===== config.mk =====
export PLATFORM = sky130hd
export DESIGN_NAME = seq_divider64
export DESIGN_NICKNAME = d
export VERILOG_FILES = /design/src/rtl/seq_divider64_pkg.sv /design/src/rtl/seq_divider64_div_step.sv /design/src/rtl/seq_divider64.sv
export SDC_FILE = /design/constraint.sdc
export NUM_CORES = 1
export LEC_CHECK = 0
export CAP_MARGIN = 15
export CORE_ASPECT_RATIO = 1.1
export CORE_MARGIN = 8
export CORE_UTILIZATION = 40
export DETAILED_ROUTE_END_ITERATION = 8
export GPL_TIMING_DRIVEN = 0
export SLEW_MARGIN = 20
export SYNTH_ARGS = -nofsm -noshare
export SYNTH_HDL_FRONTEND = slang
export SYNTH_SLANG_ARGS = --single-unit

===== constraint.sdc =====
create_clock -name clk -period 6 [get_ports clk]
set_input_delay 1.2 -clock clk [delete_from_list [all_inputs] [get_ports clk]]
set_output_delay 1.2 -clock clk [all_outputs]
set_load 0.01 [all_outputs]

===== src/rtl/seq_divider64_pkg.sv =====
// seq_divider64_pkg: shared width, state encoding and constants for the iterative signed divider.
package seq_divider64_pkg;
   localparam int DIV_WIDTH = 64;
   localparam logic [DIV_WIDTH-1:0] MIN_NEG = 64'h8000_0000_0000_0000;
   typedef enum logic [1:0] {IDLE, CALC, FIX, DONE} state_e;
   typedef logic [5:0] cnt_t;
endpackage


===== src/rtl/seq_divider64_div_step.sv =====
// seq_divider64_div_step: one restoring-division step, 65-bit compare-and-subtract.
module seq_divider64_div_step
   import seq_divider64_pkg::*;
#(
   parameter int W = DIV_WIDTH
) (
   input  logic [W:0]   rem_sh_i,
   input  logic [W-1:0] dvs_i,
   output logic [W-1:0] rem_o,
   output logic         q_o
);
   // rem_sh_i < 2*dvs_i always holds, so the difference fits in W bits
   assign q_o   = rem_sh_i >= {1'b0, dvs_i};
   assign rem_o = q_o ? rem_sh_i[W-1:0] - dvs_i : rem_sh_i[W-1:0];
endmodule


===== src/rtl/seq_divider64.sv =====
// seq_divider64: 64-bit signed truncating divider, one quotient bit per clock,
// start/done handshake with divide-by-zero and overflow flags.
module seq_divider64
   import seq_divider64_pkg::*;
#(
   parameter int WIDTH = DIV_WIDTH
) (
   input  logic             clk,
   input  logic             rst_n,
   input  logic             start,
   input  logic [WIDTH-1:0] A,
   input  logic [WIDTH-1:0] B,
   output logic             busy,
   output logic             done,
   output logic [WIDTH-1:0] Q,
   output logic [WIDTH-1:0] R,
   output logic             DZ,
   output logic             OF
);
   state_e state_q;
   cnt_t cnt_q;
   logic [WIDTH-1:0] dvd_q, dvs_q, rem_q, q_q, r_q, rem_d, abs_a, abs_b;
   logic qneg_q, rneg_q, busy_q, done_q, dz_q, of_q, qbit_d;
   assign abs_a = A[WIDTH-1] ? -A : A;
   assign abs_b = B[WIDTH-1] ? -B : B;
   seq_divider64_div_step #(.W(WIDTH)) u_step (
      .rem_sh_i({rem_q, dvd_q[WIDTH-1]}),
      .dvs_i(dvs_q),
      .rem_o(rem_d),
      .q_o(qbit_d)
   );
   always_ff @(posedge clk or negedge rst_n) begin
      if (!rst_n) begin
         state_q <= IDLE;
         cnt_q   <= '0;
         dvd_q   <= '0;
         dvs_q   <= '0;
         rem_q   <= '0;
         q_q     <= '0;
         r_q     <= '0;
         qneg_q  <= 1'b0;
         rneg_q  <= 1'b0;
         busy_q  <= 1'b0;
         done_q  <= 1'b0;
         dz_q    <= 1'b0;
         of_q    <= 1'b0;
      end else begin
         case (state_q)
            IDLE: if (start) begin
               busy_q <= 1'b1;
               if (B == '0) begin
                  q_q     <= '1;
                  r_q     <= A;
                  dz_q    <= 1'b1;
                  of_q    <= 1'b0;
                  done_q  <= 1'b1;
                  state_q <= DONE;
               end else begin
                  dvd_q   <= abs_a;
                  dvs_q   <= abs_b;
                  rem_q   <= '0;
                  qneg_q  <= A[WIDTH-1] ^ B[WIDTH-1];
                  rneg_q  <= A[WIDTH-1];
                  cnt_q   <= 6'd63;
                  dz_q    <= 1'b0;
                  of_q    <= (A == MIN_NEG) && (B == '1);
                  state_q <= CALC;
               end
            end
            CALC: begin
               rem_q   <= rem_d;
               dvd_q   <= {dvd_q[WIDTH-2:0], qbit_d};
               cnt_q   <= cnt_q - 6'd1;
               state_q <= (cnt_q == '0) ? FIX : CALC;
            end
            FIX: begin
               q_q     <= qneg_q ? -dvd_q : dvd_q;
               r_q     <= rneg_q ? -rem_q : rem_q;
               done_q  <= 1'b1;
               state_q <= DONE;
            end
            DONE: begin
               done_q  <= 1'b0;
               busy_q  <= 1'b0;
               state_q <= IDLE;
            end
            default: state_q <= IDLE;
         endcase
      end
   end
   assign busy = busy_q;
   assign done = done_q;
   assign Q    = q_q;
   assign R    = r_q;
   assign DZ   = dz_q;
   assign OF   = of_q;
endmodule


; After elaboration in Yosys (flattened, before gate mapping)
; Index checks and enable logic that the tools add are counted.
[word_totals]
elab_cells = 75
in_bits = 131
register_bits = 334
out_inout_bits = 132
[classes]
reduce_logical = 14
eq_ne = 8
order_cmp = 1
addsub = 6
bitwise_logic = 2
n_mux = 31
[ops]
columns = operator, n
row1 = 64-bit two-way mux, 13
row2 = 64-bit one-hot mux with 2 select lines, 4
row3 = 64-bit negation, 4
row4 = 64-bit equality test (second input constant), 2
row5 = 65-bit by 64-bit greater-or-equal comparator with 1-bit output, 1
row6 = 64-bit logical NOT, 1
row7 = 64-bit subtractor, 1
row8 = 6-bit two-way mux, 2
row9 = 6-bit one-hot mux with 2 select lines, 1
row10 = 3-bit AND reduction, 4
row11 = 2-bit one-hot mux with 4 select lines, 1
row12 = 6-bit logical NOT, 1
row13 = 2-bit two-way mux, 3
row14 = 2-bit != test (second input constant), 3
row15 = 2-bit nonzero test, 3
row16 = 6-bit by 1-bit subtractor with 6-bit output (second input constant), 1
row17 = 1-bit two-way mux, 5
row18 = 2-bit equality test (second input constant), 2
row19 = 2-bit AND reduction, 2
row20 = 1-bit one-hot mux with 3 select lines, 1
row21 = 3-bit nonzero test, 1
row22 = 2-bit by 1-bit equality test with 1-bit output (second input constant), 1
row23 = 2-bit logical NOT, 1
row24 = 1-bit one-hot mux with 2 select lines, 1
row25 = 3 further kinds, 3

; Depth between registers and ports, before layout
[logic_depth]
depth_word = 5
ltp_mapped = 16
mapped_depth_nobuf = 15

; Modules after synthesis
; Synthesis repeated with hierarchy kept, for this count alone.
[unflattened]
hier_cells = 2962
hier_area_um2 = 24422.2
[modules_own_cells]
columns = module, area_each_um2, seq_area_each_um2, cells_per_inst, n_inst
row1 = seq_divider64, 19630.1, 8358.0, 2205, 1
row2 = seq_divider64_div_step, 4792.1, 0.0, 757, 1

; Least setup slack after synthesis
; No wires, ideal clock.
[synth_path]
path_type = input to register
startpoint = input B[26]
endpoint = register dvs_q[57]
path_buffers = 0
setup_slack_ns = 1.148
t_arrival_ns = 4.719
required_time_ns = 5.866
setup_time_ns = 0.134
stages = 10
path_cell_list = or4_1 or4_1 or4_1 or3_1 or3_1 or4_1 or3_1 o31ai_1 xor2_1 o21ai_0
[synth_via]
elab_chain_cells = 3
elab_cells_between_ends = 5
cone_classes = add/sub: 1 / mux: 1 / bitwise: 1 / reduce/logical: 2
[synth_lines]
columns = item, line_no
row1 = from (decl), seq_divider64.sv:12  ; input logic [WIDTH-1:0] B,
row2 = branches (longest 3 deep; another with 64-bit negation), -
row3 = to (signal assigned), seq_divider64.sv:60  ; dvs_q <= abs_b;
row4 = to (decl), seq_divider64.sv:22  ; logic [WIDTH-1:0] dvd_q, dvs_q, rem_q, q_q, r_q, rem_d, abs_a, abs_b;
; Parallel ways; which one is timed is not known.
; A chain may end at the register's enable or synchronous reset.

; Worst setup path after layout
[layout_path]
startpoint = input B[26]
endpoint = register dvd_q[4]
[layout_via]
elab_chain_cells = 3
[layout_lines]
columns = item, line_no
row1 = 64-bit logical NOT, seq_divider64.sv:51  ; if (B == '0) begin
row2 = 2-bit != test (no source line), -
row3 = 3-bit AND reduction (no source line), -
row4 = to (signal assigned), seq_divider64.sv:59  ; dvd_q <= abs_a;
row5 = to (signal assigned), seq_divider64.sv:72  ; dvd_q <= {dvd_q[WIDTH-2:0], qbit_d};
row6 = to (decl), seq_divider64.sv:22
; No other way between the ends.

==> impl_metrics.csv <==
group,metric,value,unit
floorplanning,row_count,93,
timing,setup_slack,0.131,ns
cts,post_cts_hold_buffer_count,0,
setup_path,timing.rr.start,"rem_q[5]$_DFFE_PN0P_",
floorplanning,die_height,270,µm
floorplanning,floorplan.die.width,247,µm
drt,via_per_inst,5.73,
synthesis,syn_inst,2935,
drt,finalWirelength,87600,µm
timing,maxSlewHeadroom,27.3,%
synthesis,ys_dominant_reg_cell,"sky130_fd_sc_hd__dfrtp_1",
power,vdd.ir_drop.worst,0.214,mV
drt,dr_wl_met3,4340,µm
synthesis,async_flop_share,100,%
synthesis,ys_ff_latch,334,
cts,ctsRootBufferMaster,"sky130_fd_sc_hd__clkbuf_16",
floorplanning,core-area,0.0583,mm²
outcome,result_of_the_run,"completed",
setup_path,crit_fanout,10,
power,cellLeakagePower,11.5,nW
drt,routed.top_layer,"met5",
floorplanning,initial_core_utilization,40.2,%
synthesis,synth.largest_area_cell,"sky130_fd_sc_hd__dfrtp_1",
place,routabilityCongestion,0.998,
timing,timing_worst_slew_pin_value,1.09,ns
setup_path,setup.worst_path.end,"dvd_q[4]$_DFFE_PN0P_",
cts,clk_path_buf_depth,3,
timing,grt_setup_unrepaired,"false",
synthesis,yosys.cell_types.count,69,
setup_path,critical_path_class,"in2reg",
final_layout,finish.instance_area,0.0284,mm²
timing,hold_worst_slack,0.487,ns
cts,cts_num_sinks,334,
drt,final_routed_drc_violation_total,0,
final_layout,multiInputGateArea,0.0140,mm²
global_route,grt_start_max_net_pins,86,
cts,clkLatencyLatePin,0.58,ns
synthesis,synth-edff-count,0,
place,portBuffers,260,
timing,timing_max_transition_violations_final,0,
final_layout,final-seq-area,0.00836,mm²
drt,first_iter_violations,1588,
global_route,vias_in_the_first_global_route,23000,
setup_path,critical_path.endpoint_type,"flop",
flow_run,max_cap_violations,0,
timing,finalWorstPathRequiredPeriod,5.87,ns
synthesis,syn_area_cell,7.99,µm²
final_layout,syn2layout_area_growth,21.4,%
global_route,grt_pass1_wl,134000,µm
timing,hold_viol,0,
synthesis,ys_warn_count,0,
min_path,worst_hold_path_type,"reg2reg",
cts,cts-buffers-inserted,40,
synthesis,syn_nets,3137,
synthesis,yosys-top-cells-count,"sky130_fd_sc_hd__nand2_1, sky130_fd_sc_hd__dfrtp_1, sky130_fd_sc_hd__a21oi_1, sky130_fd_sc_hd__o21ai_0, sky130_fd_sc_hd__nor2_1",
drt,ant_nets,0,
setup_path,timing.critical_path.from_type,"input port",
setup_path,ff2ff_setup_slack,0.47,ns
final_layout,num-nets-final,3443,
synthesis,netlist_area,0.0234,mm²
floorplanning,fp.dieArea,0.0666,mm²
timing,finalSetupViolations,0,
drt,route.vias.total,23100,
place,place.detailed.hpwl,70700,µm
drt,met2_wirelength,42000,µm
final_layout,drive_above_1_share,4.23,%
place,detailed_place.area,0.0271,mm²
place,placement.setup.worst_slack,-1.29,ns
final_layout,final_core_utilization,48.8,%
setup_path,cp_data_arrival_time,6.28,ns
cts,htreeDepth,2,
cts,cts.reportedPaths.clkPinSlew,0.06,ns
cts,tritoncts,"yes",
power,post-layout-total-power,15.1,mW
drt,drt-wirelength-per-cell,21.8,µm
setup_path,r2r.worst_path.cells,15,
final_layout,fill_cells,5718,
global_route,grt_antenna_before_repair,3,
timing,worst_clock_skew,0.0199,ns
floorplanning,pin_count,263,
power,p_per_area,530,mW/mm²
global_route,grt_usage,25.4,%
synthesis,post-synth-top-area-fraction,35.7,%
global_route,grt-ovfl-total,0,
setup_path,startpoint,"B[26]",
drt,drtPass1Iterations,6,
timing,fmax,170,MHz
synthesis,synth.area.top_cells,"sky130_fd_sc_hd__dfrtp_1, sky130_fd_sc_hd__nand2_1, sky130_fd_sc_hd__a21oi_1",
drt,wl_met1,37600,µm
setup_path,worst_ep_required_time,6.41,ns
setup_path,r2r-end,"rem_q[14]$_DFFE_PN0P_",
synthesis,fraction_of_the_yosys_area_taken_by_sequential_cells,35.7,%
synthesis,yosysMostFrequentCell,"sky130_fd_sc_hd__nand2_1",
timing,final_min_period_over_clock_period,97.8,%
[stage by stage]
step                      instances  TNS [ns]
after global placement         3955  -3679.99
after CTS                      4026    -0.237
final                          4028         0
after global routing           4026         0
after detailed placement       3959   -140.71
after floorplan                2935         0
[area by class of cell]
type / count / area share [%]
diodes: 2 / 0.0176
plain buffers: 178 / 2.51
clock buffers: 56 / 4.12
clock inverters: 11 / 0.427
inverters: 104 / 1.37
multi-input cells: 2319 / 49.3
flip-flops and latches: 334 / 29.4
well taps: 760 / 3.34
repair buffers: 264 / 9.55
[cell usage in the layout, fill, tap and decap left out, drive strengths merged, types with 7 or more instances in the layout]
master / count
a211oi: 10
a21o: 28
nor4: 26
a21oi: 279
and3: 11
or3: 75
xor2: 150
inv: 106
o21bai: 15
dfrtp: 334
nand3: 31
o21ai: 252
o41ai: 34
a32oi: 7
or2: 25
or4: 37
nor3: 101
ha: 70
clkdlybuf4s50: 259
xnor2: 157
nand2: 412
clkbuf: 208
nand2b: 33
nor2b: 9
a31oi: 66
nand4: 39
nor2: 240
o31ai: 87
mux2i: 55
buf: 31
[registers in the layout (all words and copies together) (netlist names)]
name     count
DZ           1
OF           1
Q           64
R           64
busy         1
cnt_q        6
done         1
dvd_q       64
dvs_q       64
qneg_q       1
rem_q       64
rneg_q       1
state_q      2
[power by group]
part	total [mW]	internal, mW	switching, mW
clock network	2.45	1.44	1.01
logic	8.68	3.41	5.27
registers	3.95	3.01	0.943
[worst max-delay path, stage by stage]
cell,delay [ns]
sky130_fd_sc_hd__clkdlybuf4s50_1,0.52
sky130_fd_sc_hd__or4_1,0.63
sky130_fd_sc_hd__or4_1,0.45
sky130_fd_sc_hd__or4_1,0.50
sky130_fd_sc_hd__nor4_2,0.40
sky130_fd_sc_hd__nand4_1,0.29
sky130_fd_sc_hd__or3_1,0.58
sky130_fd_sc_hd__a21oi_1,0.24
sky130_fd_sc_hd__or2_2,0.23
sky130_fd_sc_hd__buf_2,0.32
sky130_fd_sc_hd__clkbuf_1,0.69
sky130_fd_sc_hd__o21ai_0,0.20
[worst min-delay path by stage]
stage          slack (ns)  depth (start not counted)                   from                     to
2_1_floorplan        0.44                          2  dvs_q[63]$_DFFE_PN0P_  dvs_q[63]$_DFFE_PN0P_
3_3_place_gp         0.47                          2  dvs_q[30]$_DFFE_PN0P_  dvs_q[30]$_DFFE_PN0P_
3_5_place_dp         0.48                          2  dvs_q[28]$_DFFE_PN0P_  dvs_q[28]$_DFFE_PN0P_
4_1_cts              0.49                          2  dvs_q[28]$_DFFE_PN0P_  dvs_q[28]$_DFFE_PN0P_
5_1_grt              0.51                          2  dvs_q[28]$_DFFE_PN0P_  dvs_q[28]$_DFFE_PN0P_
6_report             0.49                          2  dvs_q[28]$_DFFE_PN0P_  dvs_q[28]$_DFFE_PN0P_
[kinds of logic (layout without fill, tap and decap cells)]
group	Yosys count	count (layout)	share of synthesized area [%]
AOI/OAI and AO/OA	826	826	20.9
muxes	55	55	2.35
DFF	334	334	35.7
adders and majority gates	71	71	3.82
buffers and inverters	282	613	4.60
xor gates and xnor gates	307	307	11.5
other	0	2	0
and+or+nand+nor	1060	1060	21.2
[routing by layer]
layer / up-vias / global-route usage, %
met1: 11100 / 32.2
li1: 11000 / -
met5: - / 0
met2: 786 / 43.4
met4: 2 / 10.5
met3: 193 / 2.77
[repair_timing]
item	CTS	global route
buffers inserted	0	0
resized for setup	7	28
endpoints found under the setup margin	124	191
Note: power is estimated with default switching activity, not from simulation.
==> edit, RTL diff (config.mk and constraints unchanged) <==
`DIV_WIDTH`: 64 -> 68.
--- a/src/rtl/seq_divider64_pkg.sv
+++ b/src/rtl/seq_divider64_pkg.sv
@@ -1,5 +1,5 @@
 // seq_divider64_pkg: shared width, state encoding and constants for the iterative signed divider.
 package seq_divider64_pkg;
-   localparam int DIV_WIDTH = 64;
+   localparam int DIV_WIDTH = 68;
    localparam logic [DIV_WIDTH-1:0] MIN_NEG = 64'h8000_0000_0000_0000;
    typedef enum logic [1:0] {IDLE, CALC, FIX, DONE} state_e;
Interface: changed (resized A, B, Q and R); port bits go from 263 to 279. No check against the original RTL was run, so the function may have changed too.
==> edit against the original RTL <==
Synthesized area is 4.6% higher; sequential cell count is 20 higher; design area is 5.4% higher; setup slack better by 0.53 ns; synthesized cell count is 3.6% higher; maximum frequency is 10% higher; total power is 10% higher; wire length is 13% higher; core utilization is 0.45 points higher.
==> edit: results <==
{
  "grt_pass1_wl_um": 148000,
  "synth_fp_nets": 3255,
  "fillers": 6062,
  "p_leak_nw": 12.2,
  "grt_max_degree": 96,
  "clk_share_pct": 5.13,
  "status": "completed",
  "first_iter_violations": 1583,
  "finalNonFillerCells": 4223,
  "wl_um": 99100,
  "p_int_w": 0.00865,
  "antennaDiodeCount": 1,
  "antenna_found_initial": 2,
  "synth_adder_area_share_pct": 3.86,
  "seq_area_frac_synth_pct": 36.1,
  "arrival_ns": 5.83,
  "grtUsageMet2_pct": 49.0,
  "synth-compound-area-share_pct": 22.4,
  "place_hpwl_um": 81000,
  "num_vias": 24000,
  "multi_input_cells": 2413,
  "synth_xor_area_share_pct": 11.7,
  "place_ws_ns": 0.113,
  "buffers_excl_clock": 455,
  "r2r_end": "rem_q[24]$_DFFE_PN0P_"
}
-- edit: cell count changes in the layout (fill, tap and decap cells not counted), moves of 17 or more --
cell	change
a21oi_1	-53
nor2_1	+20
o21ai_0	+131
xor2_1	+39
clkbuf_1	-17
nor3_1	-36
o22ai_1	+31
or3_1	-17
dfrtp_1	+20
xnor2_1	-18
a31oi_1	-29
buf_2	+20
-- edit: power by group through the flow --
stage	Sequential, W	Clock, W	Combinational [W]
floorplan	0.00390	0	0.00682
global placement	0.00429	0	0.00931
detailed placement	0.00432	0	0.00940
CTS	0.00428	0.00288	0.00945
global route	0.00443	0.00297	0.0105
finish	0.00432	0.00284	0.00951
-- edit: worst min-delay path: stages (launching register included) --
cell and delay [ns]:
dfrtp_1 0.34, nand2_1 0.04, o21ai_0 0.06
